$ cat config.mk
export PLATFORM = sky130hd
export DESIGN_NAME = fib_lpm_lookup
export DESIGN_NICKNAME = d
export VERILOG_FILES = /design/src/rtl/fib_lpm_lookup_pkg.sv /design/src/rtl/fib_lpm_lookup_entry_ram.sv /design/src/rtl/fib_lpm_lookup.sv
export SDC_FILE = /design/constraint.sdc
export NUM_CORES = 2
export LEC_CHECK = 0
export CORE_ASPECT_RATIO = 0.9
export CORE_MARGIN = 2
export CORE_UTILIZATION = 55
export CTS_CLUSTER_DIAMETER = 50
export DETAILED_ROUTE_END_ITERATION = 10
export GPL_TIMING_DRIVEN = 0
export PLACE_DENSITY = 0.74
export SLEW_MARGIN = 20
export SYNTH_ARGS = -nofsm -noshare
export SYNTH_HDL_FRONTEND = slang
export SYNTH_SLANG_ARGS = --single-unit
$ cat constraint.sdc
create_clock -name sys_clk -period 23.3 [get_ports sys_clk]
set_input_delay 4.66 -clock sys_clk [delete_from_list [all_inputs] [get_ports sys_clk]]
set_output_delay 4.66 -clock sys_clk [all_outputs]
set_load 0.005 [all_outputs]
$ cat src/rtl/fib_lpm_lookup_pkg.sv
// Shared widths, route entry layout and prefix-mask helper for the LPM forwarding table.
package fib_lpm_lookup_pkg;

  localparam int unsigned IP_W   = 32;
  localparam int unsigned MAC_W  = 48;
  localparam int unsigned PLEN_W = 6;
  localparam int unsigned PORT_W = 4;

  localparam logic [PORT_W-1:0] NIC_PORT_DEF = 4'hF;
  localparam logic [PLEN_W-1:0] PLEN_MAX     = 6'd32;

  typedef struct packed {
    logic [IP_W-1:0]   prefix;
    logic [PLEN_W-1:0] plen;
    logic [IP_W-1:0]   nexthop;
    logic [MAC_W-1:0]  dmac;
    logic [PORT_W-1:0] port;
  } fib_route_t;

  typedef struct packed {
    logic       valid;
    fib_route_t route;
  } fib_entry_t;

  // Network mask with the top plen bits set; plen 0 is the default route.
  function automatic logic [IP_W-1:0] plen_mask(input logic [PLEN_W-1:0] plen);
    if (plen == '0) return '0;
    return ~({IP_W{1'b1}} >> plen);
  endfunction

endpackage

$ cat src/rtl/fib_lpm_lookup_entry_ram.sv
// Route table storage: one synchronous write port, one asynchronous read port.
// Valid bits sit in a resettable vector so a reset empties the table without clearing payloads.
module fib_lpm_lookup_entry_ram
  import fib_lpm_lookup_pkg::*;
#(
  parameter int unsigned Entries = 16,
  parameter int unsigned IdxW    = 4
) (
  input  logic            clk,
  input  logic            rst,
  input  logic            i_we,
  input  logic [IdxW-1:0] i_waddr,
  input  fib_entry_t      i_wdata,
  input  logic [IdxW-1:0] i_raddr,
  output fib_entry_t      o_rdata
);

  fib_route_t         r_mem [Entries];
  logic [Entries-1:0] r_valid;

  always_ff @(posedge clk) begin
    if (i_we) r_mem[i_waddr] <= i_wdata.route;
  end

  always_ff @(posedge clk) begin
    if (rst) begin
      r_valid <= '0;
    end else if (i_we) begin
      r_valid[i_waddr] <= i_wdata.valid;
    end
  end

  always_comb begin
    o_rdata       = '0;
    o_rdata.valid = r_valid[i_raddr];
    o_rdata.route = r_mem[i_raddr];
  end

endmodule

$ cat src/rtl/fib_lpm_lookup.sv
// Longest-prefix-match FIB lookup: scans one table entry per cycle and returns the
// next hop, egress MACs and forward port; misses are steered to the NIC port.
module fib_lpm_lookup
  import fib_lpm_lookup_pkg::*;
#(
  parameter int unsigned       Entries  = 16,
  parameter logic [PORT_W-1:0] MaxPort  = 4'h3,
  parameter logic [PORT_W-1:0] NicPort  = NIC_PORT_DEF,
  localparam int unsigned      IdxW     = $clog2(Entries),
  localparam int unsigned      NumPorts = 32'(MaxPort) + 32'd1
) (
  input  logic                      sys_clk,
  input  logic                      sys_rst,
  input  logic [MAC_W*NumPorts-1:0] int_mac_addr,
  input  logic                      cfg_we,
  input  logic [IdxW-1:0]           cfg_idx,
  input  logic                      cfg_valid,
  input  logic [IP_W-1:0]           cfg_prefix,
  input  logic [PLEN_W-1:0]         cfg_plen,
  input  logic [IP_W-1:0]           cfg_nexthop,
  input  logic [MAC_W-1:0]          cfg_dmac,
  input  logic [PORT_W-1:0]         cfg_port,
  output logic                      cfg_err,
  input  logic                      req,
  input  logic [IP_W-1:0]           search_ip,
  output logic                      ack,
  output logic                      hit,
  output logic [IP_W-1:0]           dest_ip,
  output logic [MAC_W-1:0]          src_mac,
  output logic [MAC_W-1:0]          dest_mac,
  output logic [PORT_W-1:0]         forward_port,
  output logic                      busy
);

  typedef enum logic [1:0] {ST_IDLE, ST_SCAN, ST_DONE} state_t;

  state_t            r_state;
  logic [IdxW-1:0]   r_idx;
  logic [IP_W-1:0]   r_search_ip;
  logic              r_best_found;
  logic [PLEN_W-1:0] r_best_len;
  logic [IP_W-1:0]   r_best_nh;
  logic [MAC_W-1:0]  r_best_dmac;
  logic [PORT_W-1:0] r_best_port;

  logic              r_ack;
  logic              r_hit;
  logic              r_busy;
  logic              r_cfg_err;
  logic [IP_W-1:0]   r_dest_ip;
  logic [MAC_W-1:0]  r_src_mac;
  logic [MAC_W-1:0]  r_dest_mac;
  logic [PORT_W-1:0] r_forward_port;

  logic              w_cfg_reject;
  logic              w_cfg_wr;
  fib_entry_t        w_wr_entry;
  fib_entry_t        w_rd_entry;
  fib_entry_t        w_cur_entry;
  logic              w_match;
  logic              w_better;
  logic [MAC_W-1:0]  w_src_mac;

  assign w_cfg_reject = (cfg_plen > PLEN_MAX) || ((cfg_port > MaxPort) && (cfg_port != NicPort));
  assign w_cfg_wr     = cfg_we && !w_cfg_reject;

  always_comb begin
    w_wr_entry               = '0;
    w_wr_entry.valid         = cfg_valid;
    w_wr_entry.route.prefix  = cfg_prefix;
    w_wr_entry.route.plen    = cfg_plen;
    w_wr_entry.route.nexthop = cfg_nexthop;
    w_wr_entry.route.dmac    = cfg_dmac;
    w_wr_entry.route.port    = cfg_port;
  end

  fib_lpm_lookup_entry_ram #(
    .Entries (Entries),
    .IdxW    (IdxW)
  ) u_entry_ram (
    .clk     (sys_clk),
    .rst     (sys_rst),
    .i_we    (w_cfg_wr),
    .i_waddr (cfg_idx),
    .i_wdata (w_wr_entry),
    .i_raddr (r_idx),
    .o_rdata (w_rd_entry)
  );

  // A write landing on the entry being scanned this cycle is seen by the current lookup.
  assign w_cur_entry = (w_cfg_wr && (cfg_idx == r_idx)) ? w_wr_entry : w_rd_entry;

  assign w_match  = w_cur_entry.valid &&
                    (((r_search_ip ^ w_cur_entry.route.prefix) & plen_mask(w_cur_entry.route.plen)) == '0);
  assign w_better = w_match && (!r_best_found || (w_cur_entry.route.plen > r_best_len));

  // Interface MAC of the winning port; NIC-bound routes have no source MAC.
  always_comb begin
    w_src_mac = '0;
    for (int unsigned p = 0; p < NumPorts; p++) begin
      if (r_best_port == PORT_W'(p)) w_src_mac = int_mac_addr[MAC_W*p +: MAC_W];
    end
  end

  always_ff @(posedge sys_clk) begin
    if (sys_rst) begin
      r_state        <= ST_IDLE;
      r_idx          <= '0;
      r_search_ip    <= '0;
      r_best_found   <= 1'b0;
      r_best_len     <= '0;
      r_best_nh      <= '0;
      r_best_dmac    <= '0;
      r_best_port    <= '0;
      r_ack          <= 1'b0;
      r_hit          <= 1'b0;
      r_busy         <= 1'b0;
      r_cfg_err      <= 1'b0;
      r_dest_ip      <= '0;
      r_src_mac      <= '0;
      r_dest_mac     <= '0;
      r_forward_port <= '0;
    end else begin
      r_ack     <= 1'b0;
      r_cfg_err <= cfg_we && w_cfg_reject;
      case (r_state)
        ST_IDLE: begin
          r_busy <= req;
          if (req) begin
            r_search_ip  <= search_ip;
            r_idx        <= '0;
            r_best_found <= 1'b0;
            r_best_len   <= '0;
            r_state      <= ST_SCAN;
          end
        end
        ST_SCAN: begin
          if (w_better) begin
            r_best_found <= 1'b1;
            r_best_len   <= w_cur_entry.route.plen;
            r_best_nh    <= w_cur_entry.route.nexthop;
            r_best_dmac  <= w_cur_entry.route.dmac;
            r_best_port  <= w_cur_entry.route.port;
          end
          if (r_idx == IdxW'(Entries - 1)) r_state <= ST_DONE;
          else                             r_idx   <= r_idx + 1'b1;
        end
        ST_DONE: begin
          r_ack          <= 1'b1;
          r_hit          <= r_best_found;
          r_forward_port <= r_best_found ? r_best_port : NicPort;
          r_dest_ip      <= (r_best_found && (r_best_nh != '0)) ? r_best_nh : r_search_ip;
          r_dest_mac     <= r_best_found ? r_best_dmac : '0;
          r_src_mac      <= r_best_found ? w_src_mac : '0;
          r_state        <= ST_IDLE;
        end
        default: r_state <= ST_IDLE;
      endcase
    end
  end

  assign ack          = r_ack;
  assign hit          = r_hit;
  assign busy         = r_busy;
  assign cfg_err      = r_cfg_err;
  assign dest_ip      = r_dest_ip;
  assign src_mac      = r_src_mac;
  assign dest_mac     = r_dest_mac;
  assign forward_port = r_forward_port;

endmodule
==> metrics <==
status=completed; Hold/Removal Path Class=reg2reg; crit path max fanout=19; clock tree buffer depth=3; CTS clk-pin slew, worst paths=0.06 ns; CTS tree=done; PortBufs=just under 500; Worst Hold Launch=dest_mac[42]; register area=64,320 um^2; unrepaired setup endpoints after global routing=false; # H-tree levels=4; Remaining DRCs=0; Initial Util=a little under three fifths; Synth Flop Type=edfxtp_1; post-synth design cell area=87,970 um^2; Least-Margin Pin Slew=between 1 and 1.5 ns; area share of the largest cell type after synthesis=between 60% and 70%; CP Cell Sequence=clkdlybuf4s50_1 -> or2_1 -> o41ai_4 -> nand3_4 -> buf_6 -> mux2i_2 -> inv_1 -> ha_1 -> a21o_1 -> a21o_1 -> a21oi_1 -> o31ai_1 -> and3_1 -> nor4_1 -> nor4_1 -> o2111ai_1 -> buf_4 -> buf_6 -> mux2_4; fill cell count=approximately 10,000; Pleak=roughly 34 nW; hold buffers post-CTS=0; first-pass GRT wire length=approximately 370,000 um; largest net degree at the start of global routing=23; final hold vios=0; I/O pin count=approximately 500; Die Y=between 300 and 400 um; clk_lat worst skew=~0.84 ns; CTS Root Cell=clkbuf_16; layout cell share with drive strength beyond 1=approximately a quarter; synthesized instance count=~4,600; largest cells by area after synthesis=edfxtp_1, mux4_2, dfxtp_1; Max Cap Viol=0; initial antenna violation count=42; WHS Path Cells=2; reg2reg path depth=12; Max Freq=approximately 110 MHz; sequential share of the synthesized area=73.12%; PwrDens=79.06 nW/um^2; # rows=approximately 140; Core Footprint=roughly 160,000 um^2; average instance area after synthesis=~19 um^2; number of synthesized register bits=approximately 2,200; Unique masters post-synth=62; Data required, critical path=24.01 ns; wirelength, routed=between 200,000 and 300,000 um; relative slew slack=20.43%; design area=106,200 um^2; CP startpoint kind=input port; crit-path max cell delay=0.79 ns; CP Class=in2reg; die width=425.6 um; r2r endpoint=r_best_port[0]; gpl congestion=~1; worst vdd ir=a little under 0.07 mV; cts bufs inserted=about 210; Post-DP Area=approximately 99,000 um^2; Tcrit/Tclk final=between 40% and 50%; top cell family by delay on the critical path=buffers and inverters; vias per cell=6.517; vias in the first global route=50,176; Synth area leader=edfxtp_1; Crit path depth=19; hold slack final=between 0.4 and 0.5 ns; DRT antenna net count=0; Critical Path AT=10.19 ns; P&R area growth vs syn=20.76%; Slowest cell on crit path=clkdlybuf4s50_1; Slew Limit Fails=0; number of post-CTS setup repair buffers=0; worst path bufs/invs=5; minimum clock period=roughly 9.5 ns; Post-synth EDFFs=about 2,000; DR vias=a little over 50,000; Setup Skew=between 0.03 and 0.04 ns; fin nets=between 5,000 and 6,000; Post-synth ARST share=0%; DRT iter0 DRCs=a little over 7,000; wire length per cell=between 30 and 40 um; Post-Syn Nets=~4,900; Die ar.=between 150,000 and 200,000 um^2; Synth Warn #=0; reg2reg setup slack=~17 ns; detailed placement HPWL=180,800 um; CTS sink cnt=2,237; first drt pass iteration count=6; Post-CTS Resized=0; Global Route Usage Sum=32.33%; Congestion Overflow GR=0; Setup-failing EPs final=0; Crit. End Element=register; multi-input logic area=around 22,000 um^2; Worst Hold Path EP=dest_mac[42]
state kept, by name, summed over array words and instances (netlist names), 4 cells and up, named ones only:
register / count
r_idx: 4
r_best_nh: 32
r_best_port: 4
u_entry_ram.r_valid: 16
src_mac: 48
r_search_ip: 32
u_entry_ram.r_mem: 1952
dest_mac: 48
r_best_len: 6
forward_port: 4
dest_ip: 32
r_best_dmac: 48
per-stage QoR:
step	std cells	worst slack (ns)	TNS [ns]	utilization (%)	power, mW
floorplan	4553	5.128	0	-	4.681
global placement	7153	-12.31	-4750.51	60.00	4.881
detailed placement	7394	13.10	0	62.10	4.891
CTS	7801	13.96	0	66.69	8.414
global route	7823	13.59	0	66.75	8.592
finish	7827	13.83	0	66.76	8.399
synthesized netlist by cell type, drive strengths merged (4+ instances only):
| master | instances |
|---|---|
| inv | 14 |
| xnor2 | 22 |
| nand3 | 59 |
| nand2 | 317 |
| o2111ai | 4 |
| o211ai | 9 |
| ha | 5 |
| a22oi | 143 |
| nor4 | 16 |
| buf | 90 |
| nand2b | 7 |
| o22a | 5 |
| clkbuf | 207 |
| a31o | 6 |
| dfxtp | 285 |
| a21oi | 185 |
| mux2i | 126 |
| a311oi | 4 |
| mux4 | 585 |
| nand4 | 11 |
| a211oi | 40 |
| o21ai | 62 |
| edfxtp | 1952 |
| a22o | 14 |
| nor2 | 148 |
| mux2 | 91 |
| nor2b | 84 |
| and2 | 4 |
| nor3 | 17 |
| xor2 | 9 |
layer usage:
layer	global-route usage [%]	part of all wire [%]	wire, um
met1	42.36	36	94460
met2	51.85	49	129600
met3	7.724	11	28430
met4	14.75	4.7	12510
met5	0	0.066	174
cell usage in the layout (no fill, tap or decap), drive strengths merged, types with 5 or more instances in the layout:
cell type	netlist	final
dfxtp	285	285
a211oi	40	40
nor3	17	17
edfxtp	1952	1952
nand4	11	11
clkdlybuf4s50	0	485
inv	14	23
xor2	9	9
mux2i	126	126
nand2	317	317
o211ai	9	9
a22oi	143	143
o21ai	62	62
clkinvlp	0	11
nand3	59	59
nor4	16	16
nor2b	84	84
mux4	585	585
a21oi	185	185
diode	0	23
xnor2	22	22
nor2	148	148
bufinv	0	20
clkinv	0	81
a31o	6	6
o22a	5	5
clkbuf	207	500
ha	5	5
a22o	14	14
mux2	91	91
buf	90	327
nand2b	7	7
power by group:
| part | switching (mW) | leakage [nW] | internal [mW] |
|---|---|---|---|
| combinational | 0.235 | 10.8 | 0.193 |
| sequential | 0.0136 | 19.9 | 4.37 |
| clock | 1.52 | 3.56 | 2.06 |
| total | 1.77 | 34.2 | 6.63 |
how the worst max path moves through the flow:
stage / startpoint / end / slack [ns]
after floorplan: cfg_plen[1] / u_entry_ram.r_valid[2] / 5.13
after global placement: cfg_port[2] / u_entry_ram.r_valid[2] / -12.31
after detailed placement: cfg_plen[2] / r_best_dmac[0] / 13.10
after CTS: cfg_plen[2] / r_best_port[0] / 13.96
after global routing: cfg_plen[1] / r_best_len[5] / 13.59
final: cfg_plen[1] / r_best_port[2] / 13.83
area by class of cell:
cell class,count,area share [%]
flip-flops and latches,2237,60.55
clock inverters,121,1.120
inverters,14,0.04947
plain buffers,297,1.270
diodes,23,0.05418
repair buffers,729,7.636
multi-input cells,2005,21.09
clock buffers,286,5.744
well taps,2115,2.491
worst min-delay path: stages (launching register included):
cell	delay, ns
dfxtp_1	0.31
nand2_1	0.05
a21oi_1	0.05
cell families after synthesis:
kind of cell             Yosys count  synth area share [%]
XOR/XNOR                          31                0.3086
multiplexers                     802                 17.97
buffers and inverters            311                 1.543
adder cells (fa/ha/maj)            6               0.08249
AND/OR/NAND/NOR                  675                 3.396
AO/OA/AOI/OAI                    491                 3.583
flip-flops                      2237                 73.12
Power figures use the tool's default switching activity.
